File: src/rtl/bullet_pkg.sv
// Shared types and constants for the bullet sprite scheduler.
package bullet_pkg;

  localparam int unsigned SPR_DIM = 8;
  localparam int unsigned COORD_W = 10;

  typedef enum logic [1:0] {
    DIR_UP    = 2'd0,
    DIR_DOWN  = 2'd1,
    DIR_LEFT  = 2'd2,
    DIR_RIGHT = 2'd3
  } dir_t;

  typedef struct packed {
    logic [COORD_W-1:0] x;
    logic [COORD_W-1:0] y;
    dir_t               dir;
    logic               active;
  } bullet_t;

  // Slot index width; a single-slot build still carries a 1-bit index.
  function automatic int unsigned idx_width(int unsigned n);
    return (n > 1) ? $clog2(n) : 1;
  endfunction

endpackage

File: src/rtl/bullet_render_sched_if.sv
// Table-write, pixel-scan, sprite-ROM and result signals of the bullet scheduler.
interface bullet_render_sched_if #(
  parameter int unsigned N_BULLETS = 4
);
  localparam int unsigned IdxW = bullet_pkg::idx_width(N_BULLETS);

  logic            frame_start;
  logic            wr_en;
  logic [IdxW-1:0] wr_idx;
  logic [9:0]      wr_x;
  logic [9:0]      wr_y;
  logic [1:0]      wr_dir;
  logic            wr_active;
  logic [9:0]      DrawX;
  logic [9:0]      DrawY;
  logic            blank;
  logic [5:0]      rom_addr;
  logic            rom_q;
  logic            bullet_on;
  logic [IdxW-1:0] bullet_idx;
  logic            overlap_frame;

  modport master (
    output frame_start, wr_en, wr_idx, wr_x, wr_y, wr_dir, wr_active,
    output DrawX, DrawY, blank, rom_q,
    input  rom_addr, bullet_on, bullet_idx, overlap_frame
  );

  modport slave (
    input  frame_start, wr_en, wr_idx, wr_x, wr_y, wr_dir, wr_active,
    input  DrawX, DrawY, blank, rom_q,
    output rom_addr, bullet_on, bullet_idx, overlap_frame
  );

endinterface

File: src/rtl/bullet_addr_xform.sv
// Maps sprite-local coordinates to a ROM address, re-orienting the down-facing base sprite.
module bullet_addr_xform
  import bullet_pkg::*;
(
  input  logic [2:0] lx_i,
  input  logic [2:0] ly_i,
  input  dir_t       dir_i,
  output logic [5:0] addr_o
);

  // addr = row*8 + col; ~v is 7-v for 3-bit values.
  always_comb begin
    addr_o = {ly_i, lx_i};
    unique case (dir_i)
      DIR_DOWN:  addr_o = {ly_i, lx_i};
      DIR_UP:    addr_o = {~ly_i, lx_i};
      DIR_LEFT:  addr_o = {lx_i, ly_i};
      DIR_RIGHT: addr_o = {~lx_i, ly_i};
      default:   addr_o = {ly_i, lx_i};
    endcase
  end

endmodule

File: src/rtl/bullet_render_sched.sv
// Per-pixel bullet sprite scheduler: shadow/live slot tables, priority hit test, 2-stage pipe.
// Optional overlap detector enabled by defining BULLET_OVERLAP_DETECT_EN.
module bullet_render_sched
  import bullet_pkg::*;
#(
  parameter int unsigned N_BULLETS = 4,
  parameter int unsigned H_ACTIVE  = 640,
  parameter int unsigned V_ACTIVE  = 480
) (
  input logic                  vga_clk,
  input logic                  reset_n,
  bullet_render_sched_if.slave bus
);

  localparam int unsigned IdxW = idx_width(N_BULLETS);

  bullet_t [N_BULLETS-1:0] shadow_q, shadow_d;
  bullet_t [N_BULLETS-1:0] live_q, live_d;

  logic            hit1_q, hit1_d;
  logic [IdxW-1:0] idx1_q, idx1_d;
  logic [5:0]      rom_addr_q, rom_addr_d;
  logic            on_q, on_d;
  logic [IdxW-1:0] idx2_q, idx2_d;

  // Live loads the pre-write shadow, so a same-cycle write waits for the next frame.
  always_comb begin
    live_d   = bus.frame_start ? shadow_q : live_q;
    shadow_d = shadow_q;
    for (int i = 0; i < N_BULLETS; i++) begin
      if (bus.wr_en && (bus.wr_idx == IdxW'(i))) begin
        shadow_d[i] = '{x:      bus.wr_x,
                        y:      bus.wr_y,
                        dir:    dir_t'(bus.wr_dir),
                        active: bus.wr_active};
      end
    end
  end

  logic                          draw_en;
  logic [10:0]                   dx, dy;
  logic [N_BULLETS-1:0]          hit_vec;
  logic [N_BULLETS-1:0][2:0]     lx_all, ly_all;

  // 11-bit unsigned differences: pixels left/above a sprite wrap to large values and miss.
  always_comb begin
    draw_en = bus.blank && (32'(bus.DrawX) < H_ACTIVE) && (32'(bus.DrawY) < V_ACTIVE);
    dx      = '0;
    dy      = '0;
    hit_vec = '0;
    lx_all  = '0;
    ly_all  = '0;
    for (int i = 0; i < N_BULLETS; i++) begin
      dx = {1'b0, bus.DrawX} - {1'b0, live_q[i].x};
      dy = {1'b0, bus.DrawY} - {1'b0, live_q[i].y};
      hit_vec[i] = draw_en && live_q[i].active &&
                   (dx < 11'(SPR_DIM)) && (dy < 11'(SPR_DIM));
      lx_all[i]  = dx[2:0];
      ly_all[i]  = dy[2:0];
    end
  end

  logic            win_found;
  logic [IdxW-1:0] win_idx;
  logic [2:0]      win_lx, win_ly;
  dir_t            win_dir;
  logic [5:0]      xf_addr;

  // Descending scan so the lowest hitting slot is the last (winning) assignment.
  always_comb begin
    win_found = 1'b0;
    win_idx   = '0;
    win_lx    = '0;
    win_ly    = '0;
    win_dir   = DIR_DOWN;
    for (int i = int'(N_BULLETS) - 1; i >= 0; i--) begin
      if (hit_vec[i]) begin
        win_found = 1'b1;
        win_idx   = IdxW'(i);
        win_lx    = lx_all[i];
        win_ly    = ly_all[i];
        win_dir   = live_q[i].dir;
      end
    end
  end

  bullet_addr_xform u_addr_xform (
    .lx_i   (win_lx),
    .ly_i   (win_ly),
    .dir_i  (win_dir),
    .addr_o (xf_addr)
  );

  always_comb begin
    hit1_d     = win_found;
    idx1_d     = win_idx;
    rom_addr_d = win_found ? xf_addr : 6'd0;
    on_d       = hit1_q && bus.rom_q;
    idx2_d     = idx1_q;
  end

  always_ff @(posedge vga_clk or negedge reset_n) begin
    if (!reset_n) begin
      shadow_q   <= '0;
      live_q     <= '0;
      hit1_q     <= 1'b0;
      idx1_q     <= '0;
      rom_addr_q <= '0;
      on_q       <= 1'b0;
      idx2_q     <= '0;
    end else begin
      shadow_q   <= shadow_d;
      live_q     <= live_d;
      hit1_q     <= hit1_d;
      idx1_q     <= idx1_d;
      rom_addr_q <= rom_addr_d;
      on_q       <= on_d;
      idx2_q     <= idx2_d;
    end
  end

  assign bus.rom_addr   = rom_addr_q;
  assign bus.bullet_on  = on_q;
  assign bus.bullet_idx = idx2_q;

`ifdef BULLET_OVERLAP_DETECT_EN
  logic multi_hit;
  logic flag_q, flag_d;
  logic overlap_q, overlap_d;

  // Two or more bits set in hit_vec; hit_vec is already gated by visible active video.
  assign multi_hit = |(hit_vec & (hit_vec - N_BULLETS'(1)));

  always_comb begin
    flag_d    = bus.frame_start ? 1'b0 : (flag_q | multi_hit);
    overlap_d = bus.frame_start ? flag_q : overlap_q;
  end

  always_ff @(posedge vga_clk or negedge reset_n) begin
    if (!reset_n) begin
      flag_q    <= 1'b0;
      overlap_q <= 1'b0;
    end else begin
      flag_q    <= flag_d;
      overlap_q <= overlap_d;
    end
  end

  assign bus.overlap_frame = overlap_q;
`else
  assign bus.overlap_frame = 1'b0;
`endif

endmodule

File: src/flat_wrapper.sv
// flat-port wrapper written by rule: the top's interface ports become plain ports
module bullet_render_sched_flat import bullet_pkg::*;
#(
  parameter int unsigned N_BULLETS = 4,
  parameter int unsigned H_ACTIVE  = 640,
  parameter int unsigned V_ACTIVE  = 480
)
  (vga_clk, reset_n, bus_frame_start, bus_wr_en, bus_wr_idx, bus_wr_x, bus_wr_y, bus_wr_dir, bus_wr_active, bus_DrawX, bus_DrawY, bus_blank, bus_rom_q, bus_rom_addr, bus_bullet_on, bus_bullet_idx, bus_overlap_frame);
  bullet_render_sched_if #(.N_BULLETS(N_BULLETS)) bus_i ();
  input logic vga_clk;
  input logic reset_n;
  input wire logic [$bits(bus_i.frame_start)-1:0] bus_frame_start;
  input wire logic [$bits(bus_i.wr_en)-1:0] bus_wr_en;
  input wire logic [$bits(bus_i.wr_idx)-1:0] bus_wr_idx;
  input wire logic [$bits(bus_i.wr_x)-1:0] bus_wr_x;
  input wire logic [$bits(bus_i.wr_y)-1:0] bus_wr_y;
  input wire logic [$bits(bus_i.wr_dir)-1:0] bus_wr_dir;
  input wire logic [$bits(bus_i.wr_active)-1:0] bus_wr_active;
  input wire logic [$bits(bus_i.DrawX)-1:0] bus_DrawX;
  input wire logic [$bits(bus_i.DrawY)-1:0] bus_DrawY;
  input wire logic [$bits(bus_i.blank)-1:0] bus_blank;
  input wire logic [$bits(bus_i.rom_q)-1:0] bus_rom_q;
  output wire logic [$bits(bus_i.rom_addr)-1:0] bus_rom_addr;
  output wire logic [$bits(bus_i.bullet_on)-1:0] bus_bullet_on;
  output wire logic [$bits(bus_i.bullet_idx)-1:0] bus_bullet_idx;
  output wire logic [$bits(bus_i.overlap_frame)-1:0] bus_overlap_frame;
  assign bus_i.frame_start = bus_frame_start;
  assign bus_i.wr_en = bus_wr_en;
  assign bus_i.wr_idx = bus_wr_idx;
  assign bus_i.wr_x = bus_wr_x;
  assign bus_i.wr_y = bus_wr_y;
  assign bus_i.wr_dir = bus_wr_dir;
  assign bus_i.wr_active = bus_wr_active;
  assign bus_i.DrawX = bus_DrawX;
  assign bus_i.DrawY = bus_DrawY;
  assign bus_i.blank = bus_blank;
  assign bus_i.rom_q = bus_rom_q;
  assign bus_rom_addr = bus_i.rom_addr;
  assign bus_bullet_on = bus_i.bullet_on;
  assign bus_bullet_idx = bus_i.bullet_idx;
  assign bus_overlap_frame = bus_i.overlap_frame;
  bullet_render_sched #(.N_BULLETS(N_BULLETS), .H_ACTIVE(H_ACTIVE), .V_ACTIVE(V_ACTIVE)) u_core (.vga_clk(vga_clk), .reset_n(reset_n), .bus(bus_i));
endmodule
File: config.mk
export PLATFORM = sky130hd
export DESIGN_NAME = bullet_render_sched_flat
export DESIGN_NICKNAME = d
export VERILOG_FILES = /design/src/rtl/bullet_pkg.sv /design/src/rtl/bullet_render_sched_if.sv /design/src/rtl/bullet_addr_xform.sv /design/src/rtl/bullet_render_sched.sv /design/src/flat_wrapper.sv
export SDC_FILE = /design/constraint.sdc
export NUM_CORES = 1
export LEC_CHECK = 0
export BUFFER_PORTS_ARGS = -buffer_cell sky130_fd_sc_hd__buf_2
export CAP_MARGIN = 20
export CORE_UTILIZATION = 50
export DETAILED_ROUTE_END_ITERATION = 6
export HOLD_SLACK_MARGIN = 0.15
export PLACE_DENSITY_LB_ADDON = 0.08
export SETUP_SLACK_MARGIN = 0.05
export SLEW_MARGIN = 20
export SYNTH_ARGS = -nofsm -noshare
export SYNTH_HDL_FRONTEND = slang
export SYNTH_HIERARCHICAL = 1
export SYNTH_SLANG_ARGS = --single-unit
File: constraint.sdc
create_clock -name vga_clk -period 3.6 [get_ports vga_clk]
set_input_delay 0.36 -clock vga_clk [delete_from_list [all_inputs] [get_ports vga_clk]]
set_output_delay 0.36 -clock vga_clk [all_outputs]
set_load 0.01 [all_outputs]
==> flow_summary_export.csv <==
group,metric,value,unit
run_status,status,"finished, violations left",
run_status,failed_checks,"setup timing",
floorplanning,num_rows,54,
timing,period_minus_slack,3800,ps
logic_synthesis,ys.flop_type,"dfrtp_1",
setup_path,worst_ep_arrival_time,4110,ps
drt,totalWireLength,29.8,mm
setup_path,crit_required,3910,ps
drt,wl_per_cell,18.2,um
timing,max_slew_margin,0.337,
setup_path,cpPeakStageDelay,430,ps
place,place.gp.congestion,0.923,
power,leakage,6.69,nW
power,power.internal,0.00481,W
timing,hold_viol_final,0,
setup_path,worst-path-buf-inv,4,
timing,finalSetupViolations,6,
cts,clock-root-buffer,"clkbuf_16",
setup_path,start_kind,"flop",
floorplanning,dieArea,23400,um^2
finish,final.fill_count,1826,
timing,max_freq,263,MHz
place,hpwl,22.2,mm
power,comb_power_share,0.366,
cts,cts_buffer_depth,2,
timing,rsz0062_at_grt,"yes",
floorplanning,io_pins,61,
floorplanning,die_y,153,um
floorplanning,core,22100,um^2
setup_path,path_delay_family,"compound AO/OA/AOI/OAI gates",
drt,dr.pass1.iters,5,
floorplanning,die_w,153,um
power,power.total,0.00734,W
global_routing,grt_max_degree,99,
finish,seq_area,4900,um^2
logic_synthesis,synth_edf_count,0,
finish,nets,1488,
finish,syn_to_final_growth,24.5,%
setup_path,critPathKind,"reg -> reg",
timing,worst_slack,-197,ps
logic_synthesis,synth.avg_cell_area,10.2,um^2
global_routing,grt_overflow,0,
cts,cts_tree,"built",
logic_synthesis,synth_area_leaders,"dfrtp_1, mux2_2, ha_1",
power,power.density,517,nW/um^2
logic_synthesis,yosysTopAreaCellShare,0.430,
logic_synthesis,synth_most_common_cell,"dfrtp_1",
cts,cts_buffers,17,
finish,drive_above_1_share,0.334,
hold_path,min_path_type,"in -> reg",
global_routing,grt_use_total,0.265,
power,power_switching,0.00253,W
cts,clk_pin_slew,80,ps
setup_path,critical_path.cell_chain,"ha_4 -> fa_2 -> nor2b_1 -> buf_4 -> nor2_4 -> a2111oi_4 -> o311ai_2 -> nor4_2 -> nand4_1 -> a2111oi_2 -> buf_4 -> clkinvlp_4 -> o22ai_4 -> inv_2 -> mux2i_2 -> xnor2_1 -> nor2b_1",
timing,tns,-811,ps
drt,ant_nets,0,
power,p_clk_frac,0.258,
finish,fin_util,0.643,
floorplanning,start_util,0.516,
power,ir_worst_vdd,0.000362,V
setup_path,slowest_stage,"dfrtp_1",
timing,slew_violations,0,
setup_path,crit_fanout,7,
logic_synthesis,synth_cell_type_count,85,
finish,antenna_cells,0,
power,seqPwrFrac,0.376,
global_routing,grt_pass1_wl,47.9,mm
power,switching_share,0.344,
logic_synthesis,syn_nets,1256,
logic_synthesis,synth.largest_area_cell,"dfrtp_1",
logic_synthesis,synth_seq_cells,196,
logic_synthesis,syn_inst,1117,
timing,period_share,1.05,
timing,worst_pin_slew,995,ps
drt,drc,0,
logic_synthesis,ys_seq_area_frac,0.430,
logic_synthesis,synth_area,11400,um^2
cts,insertion_delay,440,ps
cts,cts.htree.levels,4,
logic_synthesis,async_reset_ff_frac,1.00,
logic_synthesis,ys.warnings.count,6,
flow_run,max_cap_viol_count,0,
setup_path,endpoint_kind,"flop",
timing,holdWs,195,ps
global_routing,antenna_found_initial,1,
cts,cts.sinks,196,
timing,clock_skew,10.5,ps
global_routing,grt_pass1_vias,8918,
drt,vias_per_cell,5.51,
place,io_buffers,59,
logic_synthesis,synth_common_cells,"dfrtp_1, mux2_2, inv_1",
drt,vias,9053,
finish,multi_input_area,6190,um^2
drt,drt_iter0_markers,533,
power groups by stage:
stage	registers, W	clock network, W	logic (W)
2_1_floorplan	0.00274	0	0.00157
3_3_place_gp	0.00279	0	0.00252
3_5_place_dp	0.00280	0	0.00255
4_1_cts	0.00276	0.00194	0.00261
5_1_grt	0.00281	0.00203	0.00296
6_report	0.00276	0.00189	0.00269
flip-flops by register name, summed over array words and instances (netlist names):
register	flops
u_core/bus.rom_addr	6
u_core/bus.bullet_idx	2
u_core/shadow_q	92
u_core/bus.bullet_on	1
u_core/hit1_q	1
u_core/idx1_q	2
u_core/live_q	92
layout by cell type, fill, tap and decap left out, types with 7 or more instances in the layout:
master       n
nor2_1      39
clkbuf_16   17
nor2b_1     20
o21ai_0     91
o21ai_1      7
xnor2_1     16
inv_1      107
mux2i_1      8
nand2b_1    10
dfrtp_1    196
buf_4      186
o21a_1      10
a31oi_1      7
ha_1        77
nor3_1      12
xor2_1       8
a21oi_1     39
mux2_2     114
nand2_1    104
buf_2       57
a21o_1      17
nand3_1     16
o21bai_1     8
stage by stage:
step | worst slack [ps] | instances | area, um^2
after floorplan | -43.8 | 1117 | 11500
after global placement | -342 | 1597 | 13300
after detailed placement | -403 | 1597 | 13300
after CTS | -106 | 1633 | 14000
after global routing | -407 | 1642 | 14200
final | -197 | 1642 | 14200
final timing paths:
path	start	slack, ps	cells after the start	endpoint
worst max-delay path	u_core/live_q[3]	-200	17	u_core/bus.rom_addr[3]
worst min-delay path	bus_wr_dir[1]	200	2	u_core/shadow_q[71]
worst max register to register	u_core/live_q[3]	-200	17	u_core/bus.rom_addr[3]
worst min register to register	u_core/idx1_q[0]	370	0	u_core/bus.bullet_idx[0]
max in group asynchronous	reset_n	2160	3	u_core/hit1_q
min in group asynchronous	reset_n	530	2	u_core/live_q[20]
metal layers:
layer,track usage,part of all wire,vias to the layer above
li1,-,-,4448
met2,0.425,0.46,159
met4,0.0693,0.016,0
met1,0.380,0.50,4423
met5,0,0,-
met3,0.0312,0.029,23
cells by family after synthesis:
logic type,after synthesis,share of synthesized area
XOR/XNOR,24,0.0184
buffers and inverters,146,0.0492
other,1,0.000329
multiplexers,127,0.124
adder cells (fa/ha/maj),88,0.102
AO/OA/AOI/OAI,271,0.160
flip-flops,196,0.430
AND/OR/NAND/NOR,264,0.116
timing repair:
action / in CTS / in global routing
resized for setup: 22 / 23
setup buffers: 2 / 9
endpoints found under the hold margin: 86 / 0
setup endpoints to repair: 6 / 7
pin swaps: 13 / 19
hold buffers: 2 / 0
final cells by class:
| class | instances | share of cell area |
|---|---|---|
| inverters | 111 | 0.0296 |
| well taps | 280 | 0.0247 |
| clock inverters | 14 | 0.0111 |
| multi-input cells | 775 | 0.436 |
| repair buffers | 248 | 0.123 |
| clock buffers | 18 | 0.0302 |
| flip-flops and latches | 196 | 0.345 |
Note: power is estimated with default switching activity, not from simulation.
